$ cat src/rtl/multicycle_controller_pkg.sv
// Shared encodings for the multicycle MIPS-subset controller: opcodes, funct
// codes, ALU control/op codes, mux selects and the FSM state encoding.
package multicycle_controller_pkg;

  // Primary opcodes (instr[31:26])
  localparam logic [5:0] OP_RTYPE = 6'h00;
  localparam logic [5:0] OP_J     = 6'h02;
  localparam logic [5:0] OP_BEQ   = 6'h04;
  localparam logic [5:0] OP_ADDI  = 6'h08;
  localparam logic [5:0] OP_SLTI  = 6'h0A;
  localparam logic [5:0] OP_ANDI  = 6'h0C;
  localparam logic [5:0] OP_ORI   = 6'h0D;
  localparam logic [5:0] OP_LW    = 6'h23;
  localparam logic [5:0] OP_SW    = 6'h2B;

  // R-type funct codes (instr[5:0])
  localparam logic [5:0] FN_SLL = 6'h00;
  localparam logic [5:0] FN_ADD = 6'h20;
  localparam logic [5:0] FN_SUB = 6'h22;
  localparam logic [5:0] FN_AND = 6'h24;
  localparam logic [5:0] FN_OR  = 6'h25;
  localparam logic [5:0] FN_SLT = 6'h2A;

  // ALUControl codes seen by the ALU
  localparam logic [2:0] ALU_ADD = 3'b000;
  localparam logic [2:0] ALU_SUB = 3'b001;
  localparam logic [2:0] ALU_AND = 3'b010;
  localparam logic [2:0] ALU_OR  = 3'b011;
  localparam logic [2:0] ALU_SLT = 3'b101;
  localparam logic [2:0] ALU_SLL = 3'b110;

  // ALUOp: how the ALU decoder picks ALUControl
  localparam logic [1:0] ALUOP_ADD   = 2'b00;
  localparam logic [1:0] ALUOP_SUB   = 2'b01;
  localparam logic [1:0] ALUOP_FUNCT = 2'b10;
  localparam logic [1:0] ALUOP_ITYPE = 2'b11;

  // ALUSrcB selects
  localparam logic [1:0] SRCB_REG     = 2'b00;
  localparam logic [1:0] SRCB_FOUR    = 2'b01;
  localparam logic [1:0] SRCB_IMM     = 2'b10;
  localparam logic [1:0] SRCB_IMM_SH2 = 2'b11;

  // PCSrc selects
  localparam logic [1:0] PCSRC_ALU    = 2'b00;
  localparam logic [1:0] PCSRC_ALUOUT = 2'b01;
  localparam logic [1:0] PCSRC_JUMP   = 2'b10;

  // Controller states; encodings 12..15 are unreachable and recover to FETCH
  typedef enum logic [3:0] {
    S_FETCH   = 4'd0,
    S_DECODE  = 4'd1,
    S_MEMADR  = 4'd2,
    S_MEMRD   = 4'd3,
    S_MEMWB   = 4'd4,
    S_MEMWR   = 4'd5,
    S_EXEC_R  = 4'd6,
    S_ALUWB_R = 4'd7,
    S_EXEC_I  = 4'd8,
    S_ALUWB_I = 4'd9,
    S_BRANCH  = 4'd10,
    S_JUMP    = 4'd11
  } state_e;

  // Logical immediates are zero-extended; arithmetic ones are sign-extended
  function automatic logic is_zext_op(input logic [5:0] op);
    return (op == OP_ANDI) || (op == OP_ORI);
  endfunction

  // Immediate ALU instructions handled by EXEC_I/ALUWB_I
  function automatic logic is_itype_op(input logic [5:0] op);
    return (op == OP_ADDI) || (op == OP_ANDI) || (op == OP_ORI) || (op == OP_SLTI);
  endfunction

endpackage

$ cat src/rtl/multicycle_controller_alu_decoder.sv
// ALU decoder: maps ALUOp plus funct (R-type) or opcode (I-type) onto the
// ALU control code. Also flags supported funct values and the sll shift case.
module multicycle_controller_alu_decoder
  import multicycle_controller_pkg::*;
(
  input  logic [1:0] alu_op,
  input  logic [5:0] op,
  input  logic [5:0] funct,
  output logic [2:0] alu_control,
  output logic       shift_op,
  output logic       funct_valid
);

  logic [2:0] funct_alu;
  logic [2:0] itype_alu;

  // R-type funct table; funct_valid is independent of alu_op so DECODE can use it
  always_comb begin
    funct_alu   = ALU_ADD;
    funct_valid = 1'b1;
    case (funct)
      FN_ADD:  funct_alu = ALU_ADD;
      FN_SUB:  funct_alu = ALU_SUB;
      FN_AND:  funct_alu = ALU_AND;
      FN_OR:   funct_alu = ALU_OR;
      FN_SLT:  funct_alu = ALU_SLT;
      FN_SLL:  funct_alu = ALU_SLL;
      default: funct_valid = 1'b0;
    endcase
  end

  // Immediate-instruction table keyed by opcode
  always_comb begin
    itype_alu = ALU_ADD;
    case (op)
      OP_ADDI: itype_alu = ALU_ADD;
      OP_ANDI: itype_alu = ALU_AND;
      OP_ORI:  itype_alu = ALU_OR;
      OP_SLTI: itype_alu = ALU_SLT;
      default: itype_alu = ALU_ADD;
    endcase
  end

  // Final ALU control selection
  always_comb begin
    alu_control = ALU_ADD;
    case (alu_op)
      ALUOP_ADD:   alu_control = ALU_ADD;
      ALUOP_SUB:   alu_control = ALU_SUB;
      ALUOP_FUNCT: alu_control = funct_alu;
      ALUOP_ITYPE: alu_control = itype_alu;
      default:     alu_control = ALU_ADD;
    endcase
  end

  // The top gates this with the R-type states; it only identifies the sll funct
  assign shift_op = (funct == FN_SLL);

endmodule

$ cat src/rtl/multicycle_controller.sv
// Multicycle MIPS-subset control FSM. Moore outputs decoded from the state
// register; only PCEn looks at the live Zero flag (for beq).
module multicycle_controller
  import multicycle_controller_pkg::*;
(
  input  logic       clk,
  input  logic       reset,
  input  logic [5:0] op,
  input  logic [5:0] funct,
  input  logic       Zero,
  output logic       PCEn,
  output logic       IorD,
  output logic       MemWrite,
  output logic       IRWrite,
  output logic       RegDst,
  output logic       MemtoReg,
  output logic       RegWrite,
  output logic       ALUSrcA,
  output logic [1:0] ALUSrcB,
  output logic       ExtZero,
  output logic       ShiftOp,
  output logic [1:0] PCSrc,
  output logic [2:0] ALUControl,
  output logic       Illegal
);

  state_e     state_reg;
  state_e     state_next;
  state_e     out_state;
  logic       decode_illegal;
  logic       pc_write;
  logic       branch;
  logic       shift_en;
  logic [1:0] alu_op;
  logic [2:0] dec_alu_control;
  logic       dec_shift_op;
  logic       dec_funct_valid;

  multicycle_controller_alu_decoder u_alu_decoder (
    .alu_op      (alu_op),
    .op          (op),
    .funct       (funct),
    .alu_control (dec_alu_control),
    .shift_op    (dec_shift_op),
    .funct_valid (dec_funct_valid)
  );

  // State register; reset parks the FSM in FETCH
  always_ff @(posedge clk) begin
    if (reset) begin
      state_reg <= S_FETCH;
    end else begin
      state_reg <= state_next;
    end
  end

  // Next-state logic; DECODE sends unsupported op/funct straight back to FETCH
  always_comb begin
    state_next     = S_FETCH;
    decode_illegal = 1'b0;
    case (state_reg)
      S_FETCH: state_next = S_DECODE;
      S_DECODE: begin
        if ((op == OP_LW) || (op == OP_SW)) begin
          state_next = S_MEMADR;
        end else if (op == OP_RTYPE) begin
          if (dec_funct_valid) begin
            state_next = S_EXEC_R;
          end else begin
            decode_illegal = 1'b1;
          end
        end else if (is_itype_op(op)) begin
          state_next = S_EXEC_I;
        end else if (op == OP_BEQ) begin
          state_next = S_BRANCH;
        end else if (op == OP_J) begin
          state_next = S_JUMP;
        end else begin
          decode_illegal = 1'b1;
        end
      end
      S_MEMADR: begin
        if (op == OP_LW) begin
          state_next = S_MEMRD;
        end else if (op == OP_SW) begin
          state_next = S_MEMWR;
        end else begin
          state_next = S_FETCH;
        end
      end
      S_MEMRD:  state_next = S_MEMWB;
      S_EXEC_R: state_next = S_ALUWB_R;
      S_EXEC_I: state_next = S_ALUWB_I;
      default:  state_next = S_FETCH;
    endcase
  end

  // While reset is high the non-write outputs show their FETCH values
  assign out_state = reset ? S_FETCH : state_reg;

  // Output decode from state; write strobes are masked during reset
  always_comb begin
    pc_write = 1'b0;
    branch   = 1'b0;
    shift_en = 1'b0;
    alu_op   = ALUOP_ADD;
    IorD     = 1'b0;
    MemWrite = 1'b0;
    IRWrite  = 1'b0;
    RegDst   = 1'b0;
    MemtoReg = 1'b0;
    RegWrite = 1'b0;
    ALUSrcA  = 1'b0;
    ALUSrcB  = SRCB_REG;
    ExtZero  = 1'b0;
    PCSrc    = PCSRC_ALU;
    case (out_state)
      S_FETCH: begin
        IRWrite  = 1'b1;
        pc_write = 1'b1;
        ALUSrcB  = SRCB_FOUR;
      end
      S_DECODE: begin
        // Branch target is computed speculatively and parked in ALUOut
        ALUSrcB = SRCB_IMM_SH2;
      end
      S_MEMADR: begin
        ALUSrcA = 1'b1;
        ALUSrcB = SRCB_IMM;
      end
      S_MEMRD: begin
        IorD = 1'b1;
      end
      S_MEMWB: begin
        MemtoReg = 1'b1;
        RegWrite = 1'b1;
      end
      S_MEMWR: begin
        IorD     = 1'b1;
        MemWrite = 1'b1;
      end
      S_EXEC_R: begin
        ALUSrcA  = 1'b1;
        alu_op   = ALUOP_FUNCT;
        shift_en = 1'b1;
      end
      S_ALUWB_R: begin
        RegDst   = 1'b1;
        RegWrite = 1'b1;
        shift_en = 1'b1;
      end
      S_EXEC_I: begin
        ALUSrcA = 1'b1;
        ALUSrcB = SRCB_IMM;
        alu_op  = ALUOP_ITYPE;
        ExtZero = is_zext_op(op);
      end
      S_ALUWB_I: begin
        // ALU fields held so the immediate path stays stable through writeback
        ALUSrcA  = 1'b1;
        ALUSrcB  = SRCB_IMM;
        alu_op   = ALUOP_ITYPE;
        ExtZero  = is_zext_op(op);
        RegWrite = 1'b1;
      end
      S_BRANCH: begin
        ALUSrcA = 1'b1;
        alu_op  = ALUOP_SUB;
        PCSrc   = PCSRC_ALUOUT;
        branch  = 1'b1;
      end
      S_JUMP: begin
        PCSrc    = PCSRC_JUMP;
        pc_write = 1'b1;
      end
      default: begin
        pc_write = 1'b0;
      end
    endcase
    ALUControl = dec_alu_control;
    ShiftOp    = shift_en & dec_shift_op;
    PCEn       = pc_write | (branch & Zero);
    Illegal    = decode_illegal;
    if (reset) begin
      PCEn     = 1'b0;
      IRWrite  = 1'b0;
      RegWrite = 1'b0;
      MemWrite = 1'b0;
      Illegal  = 1'b0;
    end
  end

endmodule

$ cat config.mk
export PLATFORM = sky130hd
export DESIGN_NAME = multicycle_controller
export DESIGN_NICKNAME = d
export VERILOG_FILES = /design/src/rtl/multicycle_controller_pkg.sv /design/src/rtl/multicycle_controller_alu_decoder.sv /design/src/rtl/multicycle_controller.sv
export SDC_FILE = /design/constraint.sdc
export NUM_CORES = 1
export LEC_CHECK = 0
export CAP_MARGIN = 10
export CORE_ASPECT_RATIO = 1.1
export CORE_MARGIN = 1
export CORE_UTILIZATION = 42
export DETAILED_ROUTE_END_ITERATION = 12
export GPL_TIMING_DRIVEN = 0
export PLACE_DENSITY = 0.93
export SYNTH_ARGS = -nofsm -noshare
export SYNTH_HDL_FRONTEND = slang
export SYNTH_SLANG_ARGS = --single-unit
$ cat constraint.sdc
create_clock -name clk -period 3.2 [get_ports clk]
set_input_delay 0.48 -clock clk [delete_from_list [all_inputs] [get_ports clk]]
set_output_delay 0.48 -clock clk [all_outputs]
set_load 0.05 [all_outputs]
==> impl_results.html <==
<table>
<tr><th>Metric</th><th>Value</th></tr>
<tr><th colspan="2">Outcome</th></tr>
<tr><td>Result of the run</td><td>finished, final reports clean</td></tr>
<tr><th colspan="2">GRT</th></tr>
<tr><td>Antenna violations before repair</td><td>0</td></tr>
<tr><td>First-pass GRT wire length</td><td>3220 microns</td></tr>
<tr><td>Total routing resource utilization after global routing</td><td>26.2%</td></tr>
<tr><td>Maximum number of pins on one net before global-route repair</td><td>11</td></tr>
<tr><td>Vias in the first global route</td><td>775</td></tr>
<tr><td>Global route total overflow</td><td>0</td></tr>
<tr><th colspan="2">STA</th></tr>
<tr><td>Setup-violating endpoint count in the final report</td><td>0</td></tr>
<tr><td>Final hold violation count</td><td>0</td></tr>
<tr><td>Setup repair after global routing missed its margin</td><td>false</td></tr>
<tr><td>Top achievable clock speed</td><td>328 MHz</td></tr>
<tr><td>Shortest clock period the worst path allows after layout</td><td>3050 ps</td></tr>
<tr><td>Max-slew violation count</td><td>0</td></tr>
<tr><td>Largest clock skew in the final design</td><td>0.288 ps</td></tr>
<tr><td>Crit share post-route</td><td>95.2%</td></tr>
<tr><td>Max_slew headroom</td><td>66.1%</td></tr>
<tr><td>Total negative slack</td><td>0 ps</td></tr>
<tr><td>Worst Tran Pin Value</td><td>508 ps</td></tr>
<tr><th colspan="2">Pwr</th></tr>
<tr><td>Maximum resistive drop on vdd</td><td>142 uV</td></tr>
<tr><td>Total power after layout</td><td>200 uW</td></tr>
<tr><td>Lkg Pwr</td><td>0.407 nW</td></tr>
<tr><td>Pwr/cell area</td><td>194 nW/um^2</td></tr>
<tr><th colspan="2">Layout</th></tr>
<tr><td>Syn-to-layout area delta</td><td>55.7%</td></tr>
<tr><td>Final-stage net count</td><td>158</td></tr>
<tr><td>Final cell count without fillers</td><td>157</td></tr>
<tr><td>Area of the multi-input gates</td><td>553 sq um</td></tr>
<tr><td>Diode count</td><td>0</td></tr>
<tr><td>Number of filler cells placed in the layout</td><td>121</td></tr>
<tr><td>Share of post-route cells with drive strength above 1</td><td>6.38%</td></tr>
<tr><td>Final std cell area, no fill</td><td>1030 sq um</td></tr>
<tr><td>Sequential Area</td><td>80.1 sq um</td></tr>
<tr><td>Number of flip-flops under the largest register name</td><td>4</td></tr>
<tr><th colspan="2">Critical path</th></tr>
<tr><td>Most frequent CP cell</td><td>clkdlybuf4s50_1</td></tr>
<tr><td>Critical Path Slowest Stage Cell</td><td>clkdlybuf4s50_1</td></tr>
<tr><td>Crit-path max cell delay</td><td>830 ps</td></tr>
<tr><td>WP data required</td><td>2720 ps</td></tr>
<tr><td>Capturing element type of the critical path</td><td>output port</td></tr>
<tr><td>Worst reg-to-reg setup slack</td><td>1640 ps</td></tr>
<tr><td>Worst setup SP type</td><td>input pin</td></tr>
<tr><td>Critical Path, Cell by Cell</td><td>clkdlybuf4s50_1, clkbuf_1, or2_2, nor3b_1, clkdlybuf4s50_1</td></tr>
<tr><td>Worst Path Arrival</td><td>2570 ps</td></tr>
<tr><td>Worst-path fanout max</td><td>10</td></tr>
<tr><td>Worst setup path category</td><td>in2out</td></tr>
<tr><th colspan="2">Route</th></tr>
<tr><td>Remaining antenna violation count</td><td>0</td></tr>
<tr><td>Vias post-DR</td><td>921</td></tr>
<tr><td>Vias/cell</td><td>5.87</td></tr>
<tr><td>Iteration-0 DRC Markers</td><td>28</td></tr>
<tr><td>DR WL/cell</td><td>13.6 microns</td></tr>
<tr><td>Router iterations before antenna repair</td><td>4</td></tr>
<tr><td>Detailed-route DRC error count</td><td>0</td></tr>
<tr><td>Final WL</td><td>2140 microns</td></tr>
<tr><th colspan="2">Clocking</th></tr>
<tr><td>CTS buffer count</td><td>3</td></tr>
<tr><td>Root buffer cell</td><td>clkbuf_4</td></tr>
<tr><td>Sinks on the clock net</td><td>4</td></tr>
<tr><td>Max Buffers Root-to-Sink</td><td>2</td></tr>
<tr><td>Count of hold buffers inserted by post-cts repair</td><td>0</td></tr>
<tr><td>Clock input transition at the sequential cells of the worst setup and hold paths</td><td>40 ps</td></tr>
<tr><td>Clock latency on the worst-skew pair</td><td>230 ps</td></tr>
<tr><td>Count of H-tree levels built during CTS</td><td>1</td></tr>
<tr><td>TritonCTS clock tree</td><td>yes</td></tr>
<tr><th colspan="2">Yosys</th></tr>
<tr><td>Number of distinct library cell variants in the gate-level netlist after synthesis</td><td>37</td></tr>
<tr><td>Number of flops mapped to enable cells by yosys</td><td>0</td></tr>
<tr><td>Net count after synthesis</td><td>121</td></tr>
<tr><td>Synth Instances</td><td>106</td></tr>
<tr><td>Leading cell types by count after synthesis</td><td>nor2_1 (16), nand2_1 (11), a21oi_1 (8)</td></tr>
<tr><td>Cell type with the largest total area after synthesis</td><td>dfxtp_1</td></tr>
<tr><td>Register area share after synthesis</td><td>12.1%</td></tr>
<tr><td>Synthesized cell area</td><td>663 sq um</td></tr>
<tr><td>Count of warnings emitted by yosys</td><td>0</td></tr>
<tr><td>Top flip-flop cell by instance count after synthesis</td><td>dfxtp_1</td></tr>
<tr><td>Fraction of registers with async set/reset</td><td>0%</td></tr>
<tr><td>FF+latch count, synth</td><td>4</td></tr>
<tr><td>Mean Syn Cell Area</td><td>6.26 sq um</td></tr>
<tr><td>Share of Yosys cell area claimed by the top area cell type</td><td>12.1%</td></tr>
<tr><td>Ranking of synthesized cells by area</td><td>dfxtp_1 (12%), nor2_1 (9.1%), nand2_1 (6.2%)</td></tr>
<tr><td>Dominant cell by count in the synthesized netlist</td><td>nor2_1</td></tr>
<tr><th colspan="2">Job</th></tr>
<tr><td>Max-cap check violation count</td><td>0</td></tr>
<tr><th colspan="2">Place</th></tr>
<tr><td>Routability-driven placement congestion ratio</td><td>0.867</td></tr>
<tr><td>Area post-placement</td><td>1000 sq um</td></tr>
<tr><td>Placed cells</td><td>154</td></tr>
<tr><td>Total of buffers placed on input and output ports</td><td>32</td></tr>
<tr><td>Half-perimeter wire length after placement</td><td>1620 microns</td></tr>
<tr><th colspan="2">Floorplan</th></tr>
<tr><td>Starting Density</td><td>46.7%</td></tr>
<tr><td>Horizontal extent of the die</td><td>39.9 microns</td></tr>
<tr><td>Core box area</td><td>1420 sq um</td></tr>
<tr><td>Chip height</td><td>43.7 microns</td></tr>
<tr><td>Num rows</td><td>14</td></tr>
<tr><td>Number of top-level pins</td><td>33</td></tr>
<tr><td>DIE AREA</td><td>1740 sq um</td></tr>
<tr><th colspan="2">Hold path</th></tr>
<tr><td>Min-Delay Path Class</td><td>reg2reg</td></tr>
</table>
## where the power goes
part / internal [mW] / total [mW] / switching [mW] / leakage, nW
combinational: 0.0370 / 0.0864 / 0.0494 / 0.361
clock: 0.0418 / 0.0608 / 0.0189 / 0.0138
sequential: 0.0516 / 0.0530 / 0.00139 / 0.0326
total: 0.130 / 0.200 / 0.0697 / 0.407
## timing repair
action | in CTS | in global routing
setup endpoints to repair | 1 | 3
gates resized for setup | 1 | 3
setup buffers | 0 | 0
## final timing paths
path | depth (start not counted) | endpoint | from
worst min register to register | 3 | state_reg[1]$_SDFF_PP0_ | state_reg[0]$_SDFF_PP0_
worst max register to register | 5 | state_reg[0]$_SDFF_PP0_ | state_reg[1]$_SDFF_PP0_
worst min-delay path | 3 | state_reg[1]$_SDFF_PP0_ | state_reg[0]$_SDFF_PP0_
worst max-delay path | 5 | MemWrite | reset
## cell families (layout without fill, tap and decap cells)
family	count (synthesis)	in the layout	share of synthesized area, %
compound gates	31	31	31.9
xor+xnor	1	1	1.32
buf+inv	8	43	4.53
flops	4	4	12.1
simple gates	62	62	50.2
## critical path, delay by kind of cell
| family | cells | cell delay, ps |
|---|---|---|
| buffers and inverters | 3 | 1520 |
| and+or+nand+nor | 2 | 570 |
## metrics by stage
step,hold slack (ps),setup slack [ps],utilization [%]
6_report,647,154,72.8
2_1_floorplan,565,164,-
4_1_cts,641,47.3,72.2
3_5_place_dp,643,-19.4,70.7
3_3_place_gp,606,-41.4,70.7
5_1_grt,657,22.2,72.8
## metal layers
metal  vias up  track usage (%)  share of wire (%)  routed length [microns]
li1        466                -                  -                        -
met5         -                0                  0                        0
met1       421             31.0                 42                      891
met4         0             10.3                  0                        0
met3         0             3.08                5.9                      126
met2        34             45.5                 52                     1120
## cells in the final DEF (no fill, tap or decap), types with 2 or more instances in the layout
| cell | n |
|---|---|
| clkdlybuf4s50_1 | 28 |
| nor2_1 | 16 |
| nand2_1 | 11 |
| a21oi_1 | 8 |
| clkbuf_1 | 5 |
| o21ai_0 | 5 |
| nand2b_1 | 5 |
| nor3_1 | 5 |
| a21boi_0 | 4 |
| nand3_1 | 4 |
| nor3b_1 | 4 |
| dfxtp_1 | 4 |
| clkbuf_4 | 3 |
| dlymetal6s2s_1 | 3 |
| and3_1 | 2 |
| o22a_1 | 2 |
| or2_2 | 2 |
| o21bai_1 | 2 |
| or3_1 | 2 |
| nor4b_1 | 2 |
| inv_1 | 2 |
| nand3b_1 | 2 |
| o31ai_1 | 2 |
## cell type report
class | count | area share, %
Buffer | 6 | 2.18
Clock buffer | 3 | 2.18
Inverter | 2 | 0.727
Multi-Input combinational cell | 94 | 53.6
Sequential cell | 4 | 7.76
Tap cell | 16 | 1.94
Timing Repair Buffer | 32 | 31.6
Power figures use the tool's default switching activity.
